<file path="config.mk">
export PLATFORM = sky130hd
export DESIGN_NAME = vga_sync_decoder
export DESIGN_NICKNAME = d
export VERILOG_FILES = /design/src/rtl/vga_sync_decoder.sv
export SDC_FILE = /design/constraint.sdc
export NUM_CORES = 1
export LEC_CHECK = 0
export CAP_MARGIN = 20
export CORE_ASPECT_RATIO = 0.75
export CORE_MARGIN = 2
export CORE_UTILIZATION = 48
export DETAILED_ROUTE_END_ITERATION = 16
export GPL_TIMING_DRIVEN = 1
export PLACE_DENSITY_LB_ADDON = 0.15
export SETUP_SLACK_MARGIN = 0.15
export SYNTH_ARGS = -nofsm -noshare
export SYNTH_HDL_FRONTEND = slang
export SYNTH_SLANG_ARGS = --single-unit
</file>
<file path="constraint.sdc">
create_clock -name clk -period 2.2 [get_ports clk]
set_clock_uncertainty 0.2 [all_clocks]
set_input_delay 0.33 -clock clk [delete_from_list [all_inputs] [get_ports clk]]
set_output_delay 0.33 -clock clk [all_outputs]
set_load 0.03 [all_outputs]
</file>
<file path="src/rtl/vga_sync_decoder.sv">
// vga_sync_decoder
//   Receive-side companion of the VGA timing generator. Recovers the beam
//   position from the h_sync/v_sync pins, flags sync edges that arrive at
//   the wrong position, and reports whether the recovered timing is locked.
//   Runs in the generator's clock domain.
//
// Ports
//   clk          in   pixel clock
//   rst          in   asynchronous reset, active-high
//   h_sync_in    in   horizontal sync, active-high
//   v_sync_in    in   vertical sync, active-high
//   x            out  [9:0] recovered column
//   y            out  [9:0] recovered row
//   frame_active out  locked and inside the visible area
//   locked       out  high while in LOCKED state
//   h_err        out  one-cycle pulse: h edge arrived with x != H_ALIGN
//   v_err        out  one-cycle pulse: v edge arrived with y != V_ALIGN, or timeout
module vga_sync_decoder #(
  parameter int unsigned W_DISPLAY   = 640,
  parameter int unsigned W_MAX       = 799,
  parameter int unsigned H_DISPLAY   = 480,
  parameter int unsigned H_MAX       = 524,
  parameter int unsigned H_ALIGN     = 658,
  parameter int unsigned V_ALIGN     = 490,
  parameter int unsigned LOCK_FRAMES = 3
) (
  input  logic       clk,
  input  logic       rst,
  input  logic       h_sync_in,
  input  logic       v_sync_in,
  output logic [9:0] x,
  output logic [9:0] y,
  output logic       frame_active,
  output logic       locked,
  output logic       h_err,
  output logic       v_err
);

  localparam logic [9:0]  W_DISP_C  = 10'(W_DISPLAY);
  localparam logic [9:0]  W_MAX_C   = 10'(W_MAX);
  localparam logic [9:0]  H_DISP_C  = 10'(H_DISPLAY);
  localparam logic [9:0]  H_MAX_C   = 10'(H_MAX);
  localparam logic [9:0]  H_ALIGN_C = 10'(H_ALIGN);
  localparam logic [9:0]  V_ALIGN_C = 10'(V_ALIGN);
  localparam logic [3:0]  LOCK_C    = 4'(LOCK_FRAMES);
  localparam bit          ALIGN_WRAPS = (H_ALIGN >= W_MAX);
  localparam logic [9:0]  X_LOAD    = ALIGN_WRAPS ? '0 : 10'(H_ALIGN + 1);
  localparam logic [10:0] H_TO      = 11'(2 * (W_MAX + 1));
  localparam logic [10:0] V_TO      = 11'(2 * (H_MAX + 1));

  typedef enum logic [1:0] {SEARCH, TRACK, LOCKED} state_t;

  logic        h_q, h_prev_q, v_q, v_prev_q;
  logic [9:0]  x_q, x_d, y_q, y_d;
  logic [10:0] h_gap_q, h_gap_d, v_gap_q, v_gap_d;
  state_t      state_q;
  logic [3:0]  good_q;
  logic        err_seen_q;
  logic        locked_q, h_err_q, v_err_q;

  logic h_edge, v_edge, line_end, h_mis, v_mis, h_to, v_to, timeout, frame_bad;

  always_comb begin
    h_edge = h_q & ~h_prev_q;
    v_edge = v_q & ~v_prev_q;

    // A realign load that lands on 0 still closes the line for the y counter.
    line_end = h_edge ? ALIGN_WRAPS : (x_q == W_MAX_C);

    x_d = (x_q == W_MAX_C) ? '0 : x_q + 10'd1;
    if (h_edge) x_d = X_LOAD;

    y_d = y_q;
    if (v_edge)        y_d = V_ALIGN_C;
    else if (line_end) y_d = (y_q == H_MAX_C) ? '0 : y_q + 10'd1;

    h_mis = h_edge && (x_q != H_ALIGN_C);
    v_mis = v_edge && (y_q != V_ALIGN_C);

    h_gap_d = (h_gap_q == '1) ? h_gap_q : h_gap_q + 11'd1;
    if (h_edge) h_gap_d = '0;

    v_gap_d = v_gap_q;
    if (v_edge)                         v_gap_d = '0;
    else if (line_end && v_gap_q != '1) v_gap_d = v_gap_q + 11'd1;

    // Fire only on the step that reaches the threshold; saturation keeps it from repeating.
    h_to    = !h_edge && (h_gap_q == H_TO - 11'd1);
    v_to    = !v_edge && line_end && (v_gap_q == V_TO - 11'd1);
    timeout = h_to | v_to;

    // Errors detected on the closing v_edge belong to the frame that is ending.
    frame_bad = err_seen_q | h_mis | v_mis;
  end

  always_ff @(posedge clk or posedge rst) begin
    if (rst) begin
      h_q      <= 1'b0;
      h_prev_q <= 1'b0;
      v_q      <= 1'b0;
      v_prev_q <= 1'b0;
      x_q      <= '0;
      y_q      <= '0;
      h_gap_q  <= '0;
      v_gap_q  <= '0;
    end else begin
      h_q      <= h_sync_in;
      h_prev_q <= h_q;
      v_q      <= v_sync_in;
      v_prev_q <= v_q;
      x_q      <= x_d;
      y_q      <= y_d;
      h_gap_q  <= h_gap_d;
      v_gap_q  <= v_gap_d;
    end
  end

  always_ff @(posedge clk or posedge rst) begin
    if (rst) begin
      state_q    <= SEARCH;
      good_q     <= '0;
      err_seen_q <= 1'b0;
      locked_q   <= 1'b0;
      h_err_q    <= 1'b0;
      v_err_q    <= 1'b0;
    end else begin
      h_err_q <= h_mis;
      v_err_q <= v_mis | timeout;

      if (v_edge)              err_seen_q <= 1'b0;
      else if (h_mis | v_mis)  err_seen_q <= 1'b1;

      if (timeout) begin
        state_q  <= SEARCH;
        good_q   <= '0;
        locked_q <= 1'b0;
      end else begin
        case (state_q)
          SEARCH: begin
            if (v_edge) begin
              state_q <= TRACK;
              good_q  <= '0;
            end
          end
          TRACK: begin
            if (v_edge) begin
              if (frame_bad) begin
                good_q <= '0;
              end else begin
                good_q <= good_q + 4'd1;
                if (good_q + 4'd1 == LOCK_C) begin
                  state_q  <= LOCKED;
                  locked_q <= 1'b1;
                end
              end
            end
          end
          LOCKED: begin
            if (h_mis | v_mis) begin
              state_q  <= TRACK;
              good_q   <= '0;
              locked_q <= 1'b0;
            end
          end
          default: begin
            state_q  <= SEARCH;
            good_q   <= '0;
            locked_q <= 1'b0;
          end
        endcase
      end
    end
  end

  assign x            = x_q;
  assign y            = y_q;
  assign locked       = locked_q;
  assign h_err        = h_err_q;
  assign v_err        = v_err_q;
  assign frame_active = locked_q && (x_q < W_DISP_C) && (y_q < H_DISP_C);

endmodule

</file>
# Word-level counts from Yosys, hierarchy flattened
# Index checks and enable logic that the tools add are counted.
dict set report classes {
  add_sub_neg 5
  magnitude_cmp 2
  n_eq_ne 18
  n_mux 31
  bitwise_logic 9
  reduce_logical 17
}
# operator n
set ops {}
lappend ops {{$mux 10} 5}
lappend ops {{$mux 11} 4}
lappend ops {{$eq 11x11->1 const B} 3}
lappend ops {{$add 11x1->11 const B} 2}
lappend ops {{$add 10x1->10 const B} 2}
lappend ops {{$eq 10x10->1 const B} 2}
lappend ops {{$mux 4} 5}
lappend ops {{$ne 3x3->1 const B} 5}
lappend ops {{$mux 2} 6}
lappend ops {{$pmux 4 s3} 1}
lappend ops {{$ne 11x11->1 const B} 1}
lappend ops {{$lt 10x10->1 const B} 1}
lappend ops {{$lt 10x9->1 const B} 1}
lappend ops {{$ne 10x10->1 const B} 1}
lappend ops {{$ne 10x9->1 const B} 1}
lappend ops {{$reduce_and 5->1} 2}
lappend ops {{$logic_and 1x1->1} 8}
lappend ops {{$mux 1} 8}
lappend ops {{$pmux 2 s3} 1}
lappend ops {{$reduce_bool 2->1} 3}
lappend ops {{$or 1x1->1} 5}
lappend ops {{$add 4x1->4 const B} 1}
lappend ops {{$eq 4x2->1 const B} 1}
lappend ops {{$ne 2x2->1 const B} 2}
lappend ops {{other kinds (8)} 11}
dict set report word_totals {
  regBits 56
  input_bits 4
  out_inout_bits 24
  elab_cells 96
}

# Depth between registers and ports, before layout
# Gate-level depths: netlist (run 1).
dict set report logic_depth {
  word_depth 9
  ltp_mapped 8
  depth_no_buf 7
}

# Worst setup path before layout (run 1)
# OpenSTA, ideal clock, no wires.
dict set report synth_timing {
  kind {register -> register}
  start {register x_q[0], in the netlist x[0]}
  end {register state_q[0]}
  setup_time_ps 120
  arrival_ps 2143
  t_required_ps 1880
  path_slack_ps -264
  stages_incl_launch_ff 8
  synth_period_minus_slack_ps 2464
  cell_sequence {dfrtp_1 > inv_1 > ha_1 > or4b_4 > or4_1 > a21oi_2 > nor3_1 > a31o_2}
}
dict set report synth_between {
  elab_chain_len 7
  elab_cells_between_ends 17
}
# element line_no
set synth_rtl {}
lappend synth_rtl {{start, declared} 54} ;# logic [9:0] x_q, x_d, y_q, y_d;
lappend synth_rtl {{start signal, assigned} 102} ;# x_q <= '0;
lappend synth_rtl {{start signal, assigned} 111} ;# x_q <= x_d;
lappend synth_rtl {{$eq 10x10->1} 68} ;# line_end = h_edge ? ALIGN_WRAPS : (x_q == W_MAX_C);
lappend synth_rtl {{$mux 1} 68}
lappend synth_rtl {{$logic_and 1x1->1 (2 in series)} 89} ;# v_to = !v_edge && line_end && (v_gap_q == V_TO - 11'd1);
lappend synth_rtl {{$or 1x1->1} 90} ;# timeout = h_to | v_to;
lappend synth_rtl {{$ne 3x3->1 (no line)} n/a}
lappend synth_rtl {{$reduce_and 5->1 (no line)} n/a}
lappend synth_rtl {{end signal, assigned} 120} ;# state_q <= SEARCH;
lappend synth_rtl {{end signal, assigned} 134} ;# state_q <= SEARCH;
lappend synth_rtl {{end signal, assigned} 141} ;# state_q <= TRACK;
lappend synth_rtl {{end, declared} 56} ;# state_t state_q;
# Several ways; a longest one is shown, not always the timed one.
# A chain may end at the register's enable or synchronous reset.

# Worst setup path in the final report (run 1)
# Ends and elaborated chain as after synthesis.

==> results of run 1 <==
[worst min path at each step]
stage / to / slack [ns] / from / depth (start not counted)
after CTS: h_gap_q[4] / 0.16 / rst / 2
after detailed placement: v_prev_q / 0.18 / v_q / 0
after floorplan: h_q / 0.16 / h_sync_in / 0
final: h_gap_q[4] / 0.15 / rst / 2
after global placement: v_prev_q / 0.19 / v_q / 0
after global routing: h_gap_q[4] / 0.21 / rst / 2
[timing repair]
action | CTS | global route
cloned | 0 | 0
endpoints found under the setup margin | 23 | 36
buffers inserted | 7 | 2
pin swaps | 7 | 6
gates resized for setup | 26 | 37
[power breakdown]
part           internal (mW)  switching [mW]
combinational          0.392           0.474
sequential              1.15           0.107
clock                  0.252           0.328
[worst max-delay path, stage by stage, from the launching register on]
cell,delay [ns]
dfrtp_2,0.42
inv_2,0.05
ha_1,0.12
or4b_4,0.46
or4_4,0.44
a21oi_4,0.21
nor3_2,0.06
a31o_2,0.21
[cells by family after synthesis]
| logic type | count (synthesis) |
|---|---|
| buffers and inverters | 16 |
| multiplexers | 3 |
| adder cells (fa/ha/maj) | 10 |
| XOR/XNOR | 20 |
| AND/OR/NAND/NOR | 158 |
| flip-flops | 56 |
| AO/OA/AOI/OAI | 54 |
[registers in the layout, summed over array words and instances, names as in the netlist]
signal and count:
v_gap_q 11, x 10, locked 1, h_q 1, h_gap_q 11, good_q 4, y 10, v_prev_q 1
err_seen_q 1, h_err 1, v_q 1, v_err 1, h_prev_q 1, state_q 2
[cell type report]
type / instances / area share
tap: 81 / 0.0242
clock inverter: 2 / 0.00239
inverter: 9 / 0.00808
clock buffer: 6 / 0.0198
multi-input combinational: 245 / 0.429
timing repair buffer: 81 / 0.179
sequential: 56 / 0.338
[per-stage QoR]
step	setup slack, ns	util	instance area, sq um	setup TNS, ns	cells
finish	-0.0693	0.675	4180	-0.128	480
global route	-0.144	0.675	4180	-0.593	480
CTS	-0.0756	0.654	4050	-0.150	478
detailed placement	-0.101	0.617	3820	-0.248	463
global placement	-0.0601	0.617	3820	-0.105	463
floorplan	-0.129	-	3110	-0.363	317
[cell usage after synthesis, drive strengths merged, types with 5 or more instances]
| master | n | share of area |
|---|---|---|
| dfrtp | 56 | 0.46 |
| nor2 | 39 | 0.048 |
| xor2 | 9 | 0.026 |
| nand2 | 27 | 0.033 |
| xnor2 | 11 | 0.032 |
| ha | 10 | 0.041 |
| and4 | 6 | 0.017 |
| nor2b | 5 | 0.010 |
| a31oi | 8 | 0.016 |
| nand4 | 8 | 0.016 |
| nand2b | 6 | 0.012 |
| nand3 | 20 | 0.033 |
| inv | 9 | 0.011 |
| a21oi | 10 | 0.018 |
| o21ai | 16 | 0.026 |
| nor4 | 8 | 0.023 |
| nor3 | 11 | 0.018 |
| clkbuf | 7 | 0.0087 |
[per-layer routing]
layer	part of all wire	GRT usage
met5	0	0
met3	0.043	0.0444
met2	0.44	0.326
met1	0.50	0.350
met4	0.013	0.0683
==> run metrics, run 1 <==
status complete, but fails checks; failing checks setup timing; first-pass GRT wire length 12.3 mm; Starting Density 0.490; grt ovf 0; DR iter-0 viols 126; pwr dens 646 nW/um^2; vias in the first global route 2,505; simple-gate portion of the synthesized area 0.290; Synth cell types 52; wire per inst 15.8 um; R2R cell count 7; Post-Synth XOR/XNOR Area 0.0577; RR Startpoint x[0]; clk_lat worst skew 0.31 ns; Mapped Cells 317; cts bufs inserted 5; worst hold slack 0.147 ns; Die ar. 6980 sq um; Worst R2R End state_q[0]; largest family of logic cells by synthesized area simple AND/OR/NAND/NOR gates; complex-gate fraction of the synthesized area 0.120; Mapped Nets 331; Pre-antenna DRT Iters 5; via count 2,731; Post-DRT Antenna Nets 0; dpl hpwl 5.47 mm; Ant. Diodes 0; worst setup path startpoint x[0]; area taken by multi-input logic gates 1790 sq um; Setup crit end kind flop; CP Data Arrival Time 2.28 ns; Reg clk slew, reported paths 0.10 ns; Post-route DRC 0; Final Wtd Congestion 0.846; largest net degree at the start of global routing 23; part of the cycle the worst path needs 1.03; crit path time final 2.27 ns; htree depth 2; HP Class in -> async; die width 95.8 um; Req. time, crit path 2.21 ns; Top FF cell, synth dfrtp_1; Slew Viols, Final 0; Max Clock Freq 0.441 GHz; startpoint type of the worst setup path flop; Worst Max-Slew Pin Slew 0.490 ns; commonest cells after routing, fill and taps aside dfrtp_1 (48), buf_4 (48), nor2_1 (36); CP max FO 6; CTS Buffer Depth 2; FILL cells 510; hold_buf cts 0; layout cells sized above 1 0.281; area grow syn2layout 37.7%; FFs w/ async S/R, synth 1.00; CTS tree built; unrepaired setup endpoints after global routing yes; Syn Area/Cell 9.58 sq um; Die H 72.9 um; FP Rows 25; worst setup path end state_q[0]; Core Region 6190 sq um; Seq cells post-synth 56; max cap viols 0; Synth Area in Adders 0.0412; mux contribution to synthesized area 0.00989; Final nets 412; setup slack, reg-to-reg -0.07 ns; Post-synth EDFFs 0; synthesized area 3040 sq um; Ys Warns 0; static leakage 1.86 nW; count of input and output buffers 27; clk sinks 56; All-Layer GR Usage 0.228; number of I/O pins 28; CTS root buf clkbuf_8; Vias/cell 5.69; Peak VDD IR 340 uV; Total Power 2.70 mW; initial antenna violation count 0; Setup WS post-layout -0.0693 ns; kind of critical path reg -> reg; register area 1410 sq um; Slew HR 0.673; part of the Yosys area used for sequential elements 0.462; # setup viols final 4; routed wire length 7.57 mm; final hold vios 0
Note: power is estimated with default switching activity, not from simulation.
==> run 2, diff against run 1 <==
--- a/config.mk
+++ b/config.mk
@@ -5,10 +5,11 @@
 export SDC_FILE = /design/constraint.sdc
 export NUM_CORES = 1
 export LEC_CHECK = 0
+export ABC_AREA = 1
 export CAP_MARGIN = 20
 export CORE_ASPECT_RATIO = 0.75
 export CORE_MARGIN = 2
-export CORE_UTILIZATION = 48
+export CORE_UTILIZATION = 52
 export DETAILED_ROUTE_END_ITERATION = 16
 export GPL_TIMING_DRIVEN = 1
 export PLACE_DENSITY_LB_ADDON = 0.15
==> run 2 against run 1 <==
  * The flow now finishes without violations
  * Sequential share of layout area grew 0.35 points
  * Largest power group unchanged
  * Utilization grew 1.8 points
  * Worst hold slack gained 0.020 ns
  * Non-clock buffer count shrank 19
  * Via count grew 7.6%
  * Synthesized cell count grew 29%
  * Routed wire length shrank 0.41%
  * Sequential power is essentially flat
  * Largest cell class unchanged
  * Power grew 5.1%
  * Final area shrank 1.4%
==> run metrics, run 2 <==
status finished, final reports clean; Met1 Wirelength 3.62 mm; via count 2,938; # setup viols final 0; Top FF cell, synth dfrtp_1; Critical Path Max Stage Delay 0.65 ns; first-pass GRT wire length 12.1 mm; Final nets 489; largest net degree at the start of global routing 43; Ys Warns 0; Synth cell types 37; crit-path cells buf_4 -> clkdlybuf4s50_1; CP max FO 3; cts bufs inserted 5; Seq cells post-synth 56; CTS tree built; most common cell in the netlist nand2_1; Yosys top cell area share 0.430; Yosys top cell by area dfrtp_1; clk sinks 56; Req. time, crit path 1.67 ns; unrepaired setup endpoints after global routing yes; Worst Max-Slew Pin Slew 0.462 ns; htree depth 2; area grow syn2layout 26.6%; grt ovf 0; static leakage 2.00 nW; wire per inst 13.6 um; commonest cells after routing, fill and taps aside nand2_1 (76), inv_1 (58), dfrtp_1 (52); Starting Density 0.548; top flop regs h_gap_q x11, v_gap_q x11; Max Clock Freq 0.490 GHz; kind of critical path reg -> out; part of the Yosys area used for sequential elements 0.430; DR iter-0 viols 190; pwr dens 688 nW/um^2; die width 95.4 um; FILL cells 454; Slew Viols, Final 0; Mapped Cells 410; Post-route DRC 0; Synth area leaders dfrtp_1 (43%), nand2_1 (9.0%), inv_1 (7.1%); Ant. Diodes 0; commonest cells in the netlist nand2_1 (78), inv_1 (62), dfrtp_1 (56), nor2_1 (40), nand3_1 (36); Vias/cell 5.30; synthesized area 3260 sq um; Mapped Nets 424; part of the cycle the worst path needs 0.927; startpoint type of the worst setup path flop; Final Wtd Congestion 0.897; layout cells sized above 1 0.189; FP Rows 24; max cap viols 0; HP Class in -> async; setup slack, reg-to-reg 0.21 ns; Die H 72.5 um; met3 WL 357 um; clk_lat worst skew 0.31 ns; routed wire length 7.54 mm; initial antenna violation count 0; final hold vios 0; CP Data Arrival Time 1.51 ns; family with the most delay on the worst path buffers and inverters; crit path max-delay cell type clkdlybuf4s50_1; number of I/O pins 28; CTS Buffer Depth 2; CTS root buf clkbuf_8; buffers plus inverters on the worst setup path 2; count of input and output buffers 27; Pre-antenna DRT Iters 5; Setup crit end kind output port; Post-DRT Antenna Nets 0; top sig layer met4; dpl hpwl 5.44 mm; Syn Area/Cell 7.94 sq um; metal2 WL 3.45 mm; most common cell after layout, fill and taps aside nand2_1; vias in the first global route 2,634; FFs w/ async S/R, synth 1.00; Slew HR 0.689; Die ar. 6920 sq um; Peak VDD IR 707 uV; crit path time final 2.04 ns; Reg clk slew, reported paths 0.10 ns; All-Layer GR Usage 0.224; Core Region 5950 sq um; Post-synth EDFFs 0; TNS Setup 0 ns; worst hold slack 0.168 ns
-- run 2: cell types whose count changed after synthesis, sizes merged, moves of 6 or more --
cell,change
nand2,+54
nor2,+10
nand2b,-6
clkbuf,-6
nand3,+18
nand4,+9
inv,+59
and4,-6
o21ai,+11
nor4,-6
xnor2,-8
-- run 2: cell families (layout without fill, tap and decap cells) --
group	count (synthesis)	count (layout)	share of synthesized area
AOI/OAI and AO/OA	57	57	0.0972
DFF	56	56	0.430
buffers and inverters	72	138	0.0849
and+or+nand+nor	201	201	0.312
adders and majority gates	10	10	0.0384
xor gates and xnor gates	14	14	0.0376
-- run 2: final cells by class --
class | count | area [sq um] | share of cell area
multi-input combinational | 282 | 1680 | 0.408
sequential | 56 | 1410 | 0.341
timing repair buffer | 62 | 563 | 0.137
inverter | 68 | 255 | 0.0619
tap | 78 | 97.6 | 0.0237
clock buffer | 5 | 68.8 | 0.0167
clock inverter | 3 | 47.5 | 0.0115
-- run 2: power breakdown --
part,internal [mW],switching [mW]
Combinational,0.362,0.533
Sequential,1.14,0.120
Clock,0.343,0.341
-- run 2: through the flow --
step	util	total power [mW]	instance area [sq um]	setup slack [ns]	instances
final	0.693	2.84	4120	0.160	554
after global routing	0.693	3.03	4120	0.0985	554
after CTS	0.654	2.74	3890	0.154	536
after detailed placement	0.626	2.04	3720	0.125	525
after global placement	0.626	2.03	3720	0.184	525
after floorplan	-	1.80	3260	0.176	410
-- run 2: tightest hold or removal path, stage by stage --
cell,delay (ns)
clkdlybuf4s50_1,0.41
inv_2,0.08
buf_12,0.23
-- run 2: path summary, 6_finish.rpt --
kind                             from          to  depth (start not counted)
min in group clk                  h_q    h_prev_q                          0
hold / removal                    rst        x[2]                          3
max in group asynchronous         rst        y[0]                          3
hold reg to reg                   h_q    h_prev_q                          0
setup / recovery                 x[0]        x[0]                          2
setup reg to reg           v_gap_q[1]  state_q[1]                         10
-- run 2: timing repair --
action / 4_1_cts / 5_1_grt
pin swaps: 3 / 17
hold buffers: 0 / 0
buffers inserted: 3 / 18
gates resized for setup: 9 / 32
endpoints found under the setup margin: 11 / 33
-- run 2: per-layer routing --
| layer | up-vias | track usage |
|---|---|---|
| met5 | - | 0 |
| met4 | 0 | 0.0603 |
| met3 | 13 | 0.0405 |
| met2 | 74 | 0.335 |
| li1 | 1485 | - |
| met1 | 1366 | 0.337 |
==> run 3, diff against run 2 <==
--- a/config.mk
+++ b/config.mk
@@ -9,7 +9,7 @@
 export CAP_MARGIN = 20
 export CORE_ASPECT_RATIO = 0.75
 export CORE_MARGIN = 2
-export CORE_UTILIZATION = 52
+export CORE_UTILIZATION = 45
 export DETAILED_ROUTE_END_ITERATION = 16
 export GPL_TIMING_DRIVEN = 1
 export PLACE_DENSITY_LB_ADDON = 0.15
==> run 3 against run 2 <==
  * Critical path depth unchanged
  * Critical endpoint unchanged
  * First-iteration DRC count decreased by 3.7%
  * Setup slack got worse by 0.019 ns
  * Final area decreased by 1.3%
  * Count of clock-buffer cells in the layout increased by 1
  * Final cell count increased by 1.4%
  * Critical path type unchanged
  * Die area increased by 15%
  * Routed wire length decreased by 3.4%
  * Non-clock buffer count decreased by 12
  * Power decreased by 0.77%
  * Register-to-register slack about the same
  * Maximum frequency decreased by 0.93%
==> run metrics, run 3 (synthesis gave the netlist of run 2 again) <==
number of I/O pins 28; Slew Viols, Final 0; met1 Usage GRT 0.285; Die H 77.7 um; die width 102 um; clk_lat worst skew 0.32 ns; count of input and output buffers 27; Final Wtd Congestion 0.868; crit path max-delay cell type clkdlybuf4s50_1; HP Class in -> async; initial antenna violation count 0; kind of critical path reg -> out; wire per inst 13.0 um; crit path time final 2.06 ns; Post-route DRC 0; commonest cells after routing, fill and taps aside nand2_1 (73), inv_1 (60), dfrtp_1 (52); area grow syn2layout 25.0%; DR iter-0 viols 183; CTS Buffer Depth 2; met2 usage 0.275; FP Rows 26; All-Layer GR Usage 0.190; WP depth 2; crit-path cells buf_4 -> clkdlybuf4s50_1; Final nets 477; via count 2,910; Req. time, crit path 1.67 ns; part of the cycle the worst path needs 0.936; TNS Setup 0 ns; max cap viols 0; clk sinks 56; CTS root buf clkbuf_8; Setup WS post-layout 0.141 ns; grt ovf 0; Vias/cell 5.18; CP max FO 4; buffers plus inverters on the worst setup path 2; met3 Usage GRT 0.0387; dpl hpwl 5.20 mm; Post-DRT Antenna Nets 0; Core Region 6900 sq um; Max Clock Freq 0.486 GHz; Ant. Diodes 0; CP Data Arrival Time 1.53 ns; status finished, final reports clean; global routing's busiest layer met1; Finished Cell Area 4070 sq um; placed inst area 3710 sq um; unrepaired setup endpoints after global routing yes; Peak VDD IR 375 uV; routed wire length 7.28 mm; Reg clk slew, reported paths 0.11 ns; R2R cell count 12; family with the most delay on the worst path buffers and inverters; top flop regs h_gap_q x11, v_gap_q x11; final hold vios 0; vias in the first global route 2,617; Layout Utilization 0.590; largest net degree at the start of global routing 57; layout cells sized above 1 0.179; CTS tree built; # setup viols final 0; htree depth 2; Pre-antenna DRT Iters 5; worst hold slack 0.174 ns; most common cell after layout, fill and taps aside nand2_1; Critical Path Max Stage Delay 0.67 ns; cts bufs inserted 5; Setup crit end kind output port; startpoint type of the worst setup path flop; Worst Max-Slew Pin Slew 0.436 ns; Place WS 0.106 ns; first-pass GRT wire length 12.0 mm; static leakage 1.92 nW; pwr dens 692 nW/um^2; Slew HR 0.707; Starting Density 0.472; Die ar. 7940 sq um
run 3: cell type report:
| cell class | count | area (sq um) |
|---|---|---|
| fillers | 622 | 2830 |
| multi-input cells | 282 | 1710 |
| flip-flops and latches | 56 | 1410 |
| repair buffers | 50 | 465 |
| inverters | 68 | 255 |
| well taps | 98 | 123 |
| clock buffers | 6 | 72.6 |
| clock inverters | 2 | 38.8 |
run 3: power by group:
group / leakage (nW) / internal [mW] / total [mW] / switching (mW)
Combinational: 1.15 / 0.327 / 0.855 / 0.528
Clock: 0.0558 / 0.345 / 0.700 / 0.356
Sequential: 0.705 / 1.14 / 1.26 / 0.122
run 3: worst paths after layout:
kind / slack [ns] / endpoint / startpoint
worst min register to register: 0.18 / v_prev_q / v_q
worst min-delay path: 0.17 / x[1] / rst
worst max-delay path: 0.14 / x[0] / x[0]
max in group asynchronous: 1.36 / y[0] / rst
worst max register to register: 0.21 / good_q[0] / v_gap_q[1]
min in group clk: 0.18 / v_prev_q / v_q
run 3: metrics by stage:
step	instances	total power [mW]
6_report	562	2.82
5_1_grt	562	3.00
2_1_floorplan	410	1.80
3_3_place_gp	540	2.03
4_1_cts	549	2.74
3_5_place_dp	540	2.04
run 3: layer usage:
layer  wire [um]  up-vias  part of all wire
met2        3090       75              0.42
met4         124        0             0.017
met3         367       20             0.050
met1        3700     1361              0.51
met5           0        -                 0
li1            -     1454                 -
run 3: worst reg2reg max path, stage by stage (launching register included):
cell and delay (ns):
dfrtp_1 0.39, inv_1 0.12, ha_1 0.20, inv_1 0.05, nor2_1 0.11, nand2_1 0.07, nor2_1 0.16, nand3_2 0.12
nand4_4 0.11, nand2_4 0.10, nor2_8 0.17, nand3_1 0.09, nand2_1 0.06
run 3: timing repair:
action | CTS | global route
buffers inserted | 1 | 13
hold buffers | 0 | 0
setup endpoints to repair | 7 | 33
endpoints found under the hold margin | 0 | 0
gates cloned | 0 | 0
resized for setup | 5 | 41
pin swaps | 1 | 14
